$ cat config.mk
export PLATFORM = sky130hd
export DESIGN_NAME = stopwatch_timer_fsm
export DESIGN_NICKNAME = d
export VERILOG_FILES = /design/src/rtl/stopwatch_pkg.sv /design/src/rtl/bcd_updown_counter.sv /design/src/rtl/stopwatch_timer_fsm.sv
export SDC_FILE = /design/constraint.sdc
export NUM_CORES = 1
export LEC_CHECK = 0
export ABC_AREA = 1
export ABC_CLOCK_PERIOD_IN_PS = 2850
export BUFFER_PORTS_ARGS = -buffer_cell sky130_fd_sc_hd__buf_4
export CAP_MARGIN = 15
export CORE_ASPECT_RATIO = 0.8
export CORE_MARGIN = 2
export CORE_UTILIZATION = 57
export CTS_CLUSTER_DIAMETER = 200
export DETAILED_ROUTE_END_ITERATION = 8
export GPL_TIMING_DRIVEN = 1
export PLACE_DENSITY = 0.78
export SKIP_CTS_REPAIR_TIMING = 1
export SLEW_MARGIN = 5
export SYNTH_ARGS = -nofsm -noshare
export SYNTH_HDL_FRONTEND = slang
export SYNTH_HIERARCHICAL = 1
export SYNTH_SLANG_ARGS = --single-unit
export TNS_END_PERCENT = 20
$ cat constraint.sdc
create_clock -name clk -period 2.85 [get_ports clk]
set_input_delay 0.285 -clock clk [delete_from_list [all_inputs] [get_ports clk]]
set_output_delay 0.285 -clock clk [all_outputs]
set_load 0.01 [all_outputs]
$ cat src/rtl/stopwatch_pkg.sv
// stopwatch_pkg: shared state, mode and BCD definitions for the stopwatch/timer controller.
package stopwatch_pkg;
   typedef enum logic [2:0] {IDLE, LOAD, RUN, PAUSE, DONE} state_t;
   localparam logic [1:0] MODE_SW0    = 2'b00;
   localparam logic [1:0] MODE_SWP    = 2'b01;
   localparam logic [1:0] MODE_TMRMAX = 2'b10;
   localparam logic [1:0] MODE_TMRP   = 2'b11;
   localparam logic [3:0] BCD_NINE    = 4'd9;
endpackage

$ cat src/rtl/bcd_updown_counter.sv
// bcd_updown_counter: loadable NUM_DIGITS-digit BCD up/down counter with a per-digit carry/borrow chain.
module bcd_updown_counter
   import stopwatch_pkg::*;
#(
   parameter int NUM_DIGITS = 4
) (
   input  logic                    clk,
   input  logic                    reset,
   input  logic                    load,
   input  logic [4*NUM_DIGITS-1:0] load_val,
   input  logic                    en,
   input  logic                    up,
   output logic [4*NUM_DIGITS-1:0] q,
   output logic                    at_max,
   output logic                    at_zero
);
   logic [NUM_DIGITS-1:0]   c;
   logic [4*NUM_DIGITS-1:0] nxt;
   // c[i] is the carry (up) or borrow (down) into digit i
   always_comb begin
      c = NUM_DIGITS'(1);
      for (int i = 1; i < NUM_DIGITS; i++)
         c[i] = c[i-1] & (up ? q[4*(i-1) +: 4] == BCD_NINE : q[4*(i-1) +: 4] == 4'd0);
      nxt = q;
      at_max = 1'b1;
      for (int i = 0; i < NUM_DIGITS; i++) begin
         if (c[i])
            nxt[4*i +: 4] = up ? (q[4*i +: 4] == BCD_NINE ? 4'd0 : q[4*i +: 4] + 4'd1)
                               : (q[4*i +: 4] == 4'd0 ? BCD_NINE : q[4*i +: 4] - 4'd1);
         at_max &= q[4*i +: 4] == BCD_NINE;
      end
   end
   assign at_zero = q == '0;
   always_ff @(posedge clk or negedge reset)
      if (!reset)
         q <= '0;
      else if (load)
         q <= load_val;
      else if (en)
         q <= nxt;
endmodule

$ cat src/rtl/stopwatch_timer_fsm.sv
// stopwatch_timer_fsm: stopwatch/countdown controller with BCD count, lap display hold
// and edge-detected start/lap buttons.
module stopwatch_timer_fsm
   import stopwatch_pkg::*;
#(
   parameter int NUM_DIGITS    = 4,
   parameter int PRESET_DIGITS = 2,
   parameter bit WRAP_UP       = 1'b0
) (
   input  logic                       clk,
   input  logic                       reset,
   input  logic                       tick,
   input  logic                       clr,
   input  logic                       btn_start,
   input  logic                       btn_lap,
   input  logic [1:0]                 mode,
   input  logic [4*PRESET_DIGITS-1:0] preset,
   output logic [4*NUM_DIGITS-1:0]    count,
   output logic [4*NUM_DIGITS-1:0]    display,
   output logic                       running,
   output logic                       done,
   output logic                       lap_active,
   output logic [2:0]                 state_dbg
);
   localparam int W = 4*NUM_DIGITS;
   localparam logic [W-1:0] ALL9    = {NUM_DIGITS{BCD_NINE}};
   localparam logic [W-1:0] UP_LAST = ALL9 - W'(1);
   localparam logic [W-1:0] DN_LAST = W'(1);

   state_t         state, nxt;
   logic           start_q, lap_q, start_p, lap_p, up_q, lap_d, at_max, at_zero, bad, term;
   logic [W-1:0]   hold, hold_d, start_val, pre_val;

   assign start_p = btn_start & ~start_q;
   assign lap_p   = btn_lap & ~lap_q;

   always_comb begin
      bad = 1'b0;
      pre_val = '0;
      for (int i = 0; i < PRESET_DIGITS; i++) begin
         bad |= preset[4*i +: 4] > BCD_NINE;
         pre_val[4*(i+NUM_DIGITS-PRESET_DIGITS) +: 4] = preset[4*i +: 4];
      end
      start_val = mode[0] ? (bad ? ALL9 : pre_val) : (mode == MODE_TMRMAX ? ALL9 : '0);
   end

   // terminal is detected one step early so DONE lands on the edge that reaches it
   assign term = tick & (up_q ? (!WRAP_UP && count == UP_LAST) : count == DN_LAST);

   always_comb begin
      nxt = state;
      lap_d = lap_active;
      hold_d = hold;
      if (clr) begin
         nxt = LOAD;
         lap_d = 1'b0;
      end else begin
         case (state)
            IDLE:  nxt = start_p ? LOAD : IDLE;
            LOAD:  nxt = !start_p ? LOAD : (up_q ? (!WRAP_UP && at_max) : at_zero) ? DONE : RUN;
            RUN:
               if (start_p)
                  nxt = PAUSE;
               else if (term) begin
                  nxt = DONE;
                  lap_d = 1'b0;
               end else if (lap_p) begin
                  lap_d = ~lap_active;
                  hold_d = lap_active ? hold : count;
               end
            PAUSE:
               if (start_p)
                  nxt = RUN;
               else if (lap_p)
                  lap_d = 1'b0;
            default: nxt = state;
         endcase
      end
   end

   always_ff @(posedge clk or negedge reset)
      if (!reset) begin
         state      <= IDLE;
         start_q    <= 1'b0;
         lap_q      <= 1'b0;
         up_q       <= 1'b1;
         lap_active <= 1'b0;
         hold       <= '0;
      end else begin
         state      <= nxt;
         start_q    <= btn_start;
         lap_q      <= btn_lap;
         up_q       <= nxt == LOAD ? ~mode[1] : up_q;
         lap_active <= lap_d;
         hold       <= hold_d;
      end

   bcd_updown_counter #(.NUM_DIGITS(NUM_DIGITS)) u_cnt (
      .clk      (clk),
      .reset    (reset),
      .load     (nxt == LOAD),
      .load_val (start_val),
      .en       (state == RUN && tick && !clr && !start_p),
      .up       (up_q),
      .q        (count),
      .at_max   (at_max),
      .at_zero  (at_zero)
   );

   assign display   = lap_active ? hold : count;
   assign running   = state == RUN;
   assign done      = state == DONE;
   assign state_dbg = state;
endmodule
==> results.cfg, run 1 <==
[final_layout]
drive_gt1_share_pct = 31.12
layout.nets = 558
area_delta_synth_final_pct = 23.21
layout_common_cells = 161 x nand2_1, 74 x buf_4, 45 x inv_1
fin_util_pct = 74.18
final_common_cell = nand2_1
antenna_cells = 0
final_area_um2 = 3779

[floorplan]
ios = 54
die_h_um = 69.61
chipWidth_um = 86.01
die_area_um2 = 5986
coreArea_um2 = 5094
initial_core_util_pct = 60.21
std_cell_rows = 23

[synth]
synthCells = 469
syn_area_um2 = 3067
synth.distinct_cells = 42
yosysSeqAreaShare_pct = 31.86
ys_seq_elements = 39
ys.flop_type = dfrtp_1
synth_warnings = 6
ys_async_sr_fraction_pct = 100.0
synth_edf_count = 0
syn_avg_cell_area_um2 = 6.539

[timing]
period_share_pct = 89.46
final.setup_skew_ns = 0.006690
worstMarginPinSlew_ns = 0.5318
whs_ns = -0.03017
hold_violations = 38
fmaxAchievable_mhz = 392.2
setup_viol = 0
final_max_slew_viol_count = 0
period_minus_slack_ns = 2.550
tns_ns = 0
relSlewSlack_pct = 64.55

[setup_path]
critPathLaunchType = register
slowest_stage = dfrtp_1
path_cells = nor2_2 > nand3_1 > nor4_2 > nand2_1 > nand2_1 > nor2_1 > a211oi_2 > nand2_1 > nand2_1 > nand2_1 > inv_2 > inv_1 > buf_4 > a31oi_1 > nand2_1 > o21ai_2
critical_path_class = reg2reg
crit_required_ns = 3.07
setup.worst_path.end_class = register
crit_arrival_ns = 2.77
cp_common_cell = nand2_1
max_stage_delay_ns = 0.45
critPathMaxFanout = 14
r2r_cells = 16

[pwr]
ir_drop_uv = 507.9
cellPowerDensity_nw_per_um2 = 660.6
pwr-share-clk_pct = 15.7
power.internal_mw = 1.382
finalPower_mw = 2.496
p_switching_mw = 1.114
switching_share_pct = 44.64
seqPwrFrac_pct = 32.0
power.leakage_nw = 2.019
p_comb_share_pct = 52.3

[clocking]
clock-sinks = 39
htree_levels = 2
cts_tree = built
clockRootBuffer = clkbuf_8
numCtsBuffers = 5
cts.clk_slew.worst_paths_ns = 0.07
cts_buffer_depth = 2
clk_latency_ns = 0.29

[global_route]
grt_overflow = 0
grt_max_degree = 40
grt_pass1_vias = 2728
globalRouteTotalUtil_pct = 27.45
grt_pass1_wl_um = 13190
antenna_found_initial = 0

[detailed_routing]
wl_per_cell_um = 13.35
drc = 0
dr_total_vias = 3192
postRouteAntennaNets = 0
drt_first_pass_iters = 6
drt_iter0_drc = 254
routed_wl_um = 8077
viasPerCell = 5.276

[outcome]
outcome = complete, but fails checks
failed_checks = hold timing

[place]
gp_congestion = 0.9310
io_buffers = 53
dpl-instance-area_um2 = 3570
dp_hpwl_um = 6040

[worst_hold_path]
worstHoldPathType = in2async

[job]
drv_cap = 0
synth_stat cells (3+ instances only):
master    instances  area share, %
or2_2             3           0.61
dfrtp_1          38             31
buf_2             4           0.65
nand2_1         161             20
inv_1            48            5.9
inv_2            10            1.2
nand3_1          40            6.5
o21ai_1           4           0.65
o21ai_2          11            3.1
nand2_4           4            1.5
clkbuf_1          3           0.37
nand3_2           4            1.3
nand4_1           6            1.2
o211ai_1          3           0.73
nor2_1           42            5.1
nor3_1            3           0.49
a21oi_1           4           0.65
nor2_2            3           0.61
o21ai_0          31            5.1
nand2_2          22            4.5
routing by layer:
layer	vias up	share of wire [%]	global-route usage (%)
li1	1636	-	-
met1	1443	49	42.93
met2	105	44	39.97
met3	8	5.9	4.167
met4	0	0.99	5.291
met5	-	0	0
final cells by class:
class                   instances  area [µm²]
clock inverters                 1       5.005
well taps                      62       77.57
fillers                       443        1315
multi-input cells             361        1826
flip-flops and latches         39       984.7
clock buffers                   7       86.33
inverters                      60       232.7
repair buffers                 75       566.8
cells by family (layout without fill, tap and decap cells):
family | Yosys count | after routing | synth area share [%]
other | 1 | 4 | 0.1223
buffers and inverters | 72 | 143 | 10.73
flip-flops | 39 | 39 | 31.86
XOR/XNOR | 2 | 2 | 0.5713
AO/OA/AOI/OAI | 61 | 61 | 12.65
AND/OR/NAND/NOR | 294 | 294 | 44.06
final timing paths:
kind | to | slack [ns] | start
max | u_cnt/q[10] | 0.30 | u_cnt/q[12]
min | u_cnt/q[0] | -0.03 | reset
max reg2reg | u_cnt/q[10] | 0.30 | u_cnt/q[12]
min reg2reg | hold[3] | 0.49 | hold[3]
max in group asynchronous | u_cnt/q[15] | 2.48 | reset
min in group clk | start_q | 0.11 | btn_start
per-stage QoR:
step | worst slack [ns] | instances
floorplan | 0.2083 | 472
global placement | 0.2357 | 590
detailed placement | 0.1260 | 590
CTS | 0.1220 | 598
global route | -0.03864 | 605
finish | 0.3003 | 605
state kept, by name, indices dropped and copies added, names as in the netlist:
register / cells
hold: 16
u_cnt/q: 16
state_dbg: 3
lap_active: 1
lap_q: 1
start_q: 1
up_q: 1
critical path: cells and delay by family (launching register included):
kind	cells	cell delay (ns)
flops	1	0.45
compound gates	3	0.41
simple gates	10	1.16
buf+inv	3	0.46
power groups by stage:
stage / Combinational, mW / Clock (mW) / Sequential [mW]
after global routing: 1.46 / 0.415 / 0.815
after global placement: 1.22 / 0 / 0.789
after CTS: 1.23 / 0.400 / 0.785
after detailed placement: 1.22 / 0 / 0.795
after floorplan: 0.709 / 0 / 0.822
final: 1.30 / 0.392 / 0.800
Note: power is estimated with default switching activity, not from simulation.
==> run 2: changes to the inputs <==
CORE_UTILIZATION = 50   (was 57)
PLACE_DENSITY = 0.7   (was 0.78)
==> results.cfg, run 2 (same netlist as run 1, synthesis figures left out) <==
[outcome]
outcome = complete, but fails checks
failed_checks = hold timing

[clocking]
cts.clk_slew.worst_paths_ns = 0.08
htree_levels = 2
cts_buffer_depth = 2
cts_tree = built
clk_latency_ns = 0.29
clockRootBuffer = clkbuf_8
numCtsBuffers = 5
clock-sinks = 39

[floorplan]
ios = 54
coreArea_um2 = 5912
die_area_um2 = 6780
chipWidth_um = 91.56
std_cell_rows = 25
die_h_um = 74.05
initial_core_util_pct = 51.87

[timing]
hold_violations = 38
period_share_pct = 92.95
relSlewSlack_pct = 64.89
tns_ns = 0
worstMarginPinSlew_ns = 0.5266
period_minus_slack_ns = 2.649
whs_ns = -0.04929
rsz0062_at_grt = no
final.setup_skew_ns = 0.003818
fmaxAchievable_mhz = 377.5
setup_viol = 0
final_max_slew_viol_count = 0

[detailed_routing]
postRouteAntennaNets = 0
dr_total_vias = 3187
wl_per_cell_um = 13.30
viasPerCell = 5.149
routed_wl_um = 8231
drt_first_pass_iters = 6
drt_iter0_drc = 261
drc = 0

[setup_path]
crit_required_ns = 3.06
r2r_slack_ns = 0.20
critPathMaxFanout = 17
r2r_cells = 16
critical_path_class = reg2reg
setup.worst_path.end_class = register
critPathLaunchType = register
crit_arrival_ns = 2.86

[job]
drv_cap = 0

[place]
io_buffers = 53
dp_hpwl_um = 6183
dp.cells = 610
gp_congestion = 0.9080

[global_route]
grt_overflow = 0
antenna_found_initial = 0
globalRouteTotalUtil_pct = 25.16
grt_pass1_vias = 2811
grt_max_degree = 40
grt_pass1_wl_um = 13520

[final_layout]
layout_common_cells = 161 x nand2_1, 69 x buf_4, 47 x inv_1
fin_util_pct = 63.41
final_common_cell = nand2_1
area_delta_synth_final_pct = 22.24
drive_gt1_share_pct = 28.07
layout.nets = 553
final_cells = 619
nFillCells = 566
antenna_cells = 0

[pwr]
cellPowerDensity_nw_per_um2 = 679.7
ir_drop_uv = 324.8
finalPower_mw = 2.548
power.leakage_nw = 2.006

[worst_hold_path]
worstHoldPathType = in2async
## run 2: path summary, 6_finish.rpt
kind,startpoint,to
setup / recovery,u_cnt/q[3],u_cnt/q[6]
max in group asynchronous,reset,u_cnt/q[1]
hold / removal,reset,u_cnt/q[9]
hold reg to reg,hold[4],hold[4]
setup reg to reg,u_cnt/q[3],u_cnt/q[6]
min in group clk,btn_start,start_q
## run 2: critical path, cell delays in order, from the launching register on
cell	delay [ns]
dfrtp_1	0.46
nor2_2	0.17
nand2_1	0.12
nor4_1	0.28
nand2_1	0.09
nand2_1	0.11
nor2_1	0.05
a211oi_1	0.20
nand2_1	0.09
nand2_1	0.10
nand2_1	0.08
inv_1	0.09
buf_6	0.16
nor2_1	0.12
a31oi_2	0.28
nand3_1	0.10
o21ai_0	0.08
## run 2: layer usage
metal / wire length (µm) / vias up / GRT usage [%] / share of wire, %
li1: - / 1619 / - / -
met1: 4136 / 1440 / 37.27 / 50
met2: 3499 / 121 / 39.05 / 43
met3: 504 / 7 / 3.546 / 6.1
met4: 91 / 0 / 6.566 / 1.1
met5: 0 / - / 0 / 0
## run 2: layout make-up
type | instances | area (µm²) | area share, %
timing repair buffer | 70 | 529.3 | 14.12
sequential | 39 | 983.4 | 26.23
multi-input combinational | 361 | 1784 | 47.60
clock buffer | 6 | 82.58 | 2.203
clock inverter | 2 | 35.03 | 0.9346
tap | 81 | 101.3 | 2.704
inverter | 60 | 232.7 | 6.208
## run 2: stage by stage
step | worst slack, ns | instance area [µm²]
after detailed placement | 0.1185 | 3601
after global routing | 0.004326 | 3749
final | 0.2009 | 3749
after global placement | 0.2257 | 3601
after floorplan | 0.2083 | 3078
after CTS | 0.1063 | 3719
## run 2: power by group
| group | switching [mW] | internal (mW) |
|---|---|---|
| registers | 0.135 | 0.655 |
| clock network | 0.212 | 0.284 |
| logic | 0.753 | 0.509 |
| total | 1.10 | 1.45 |
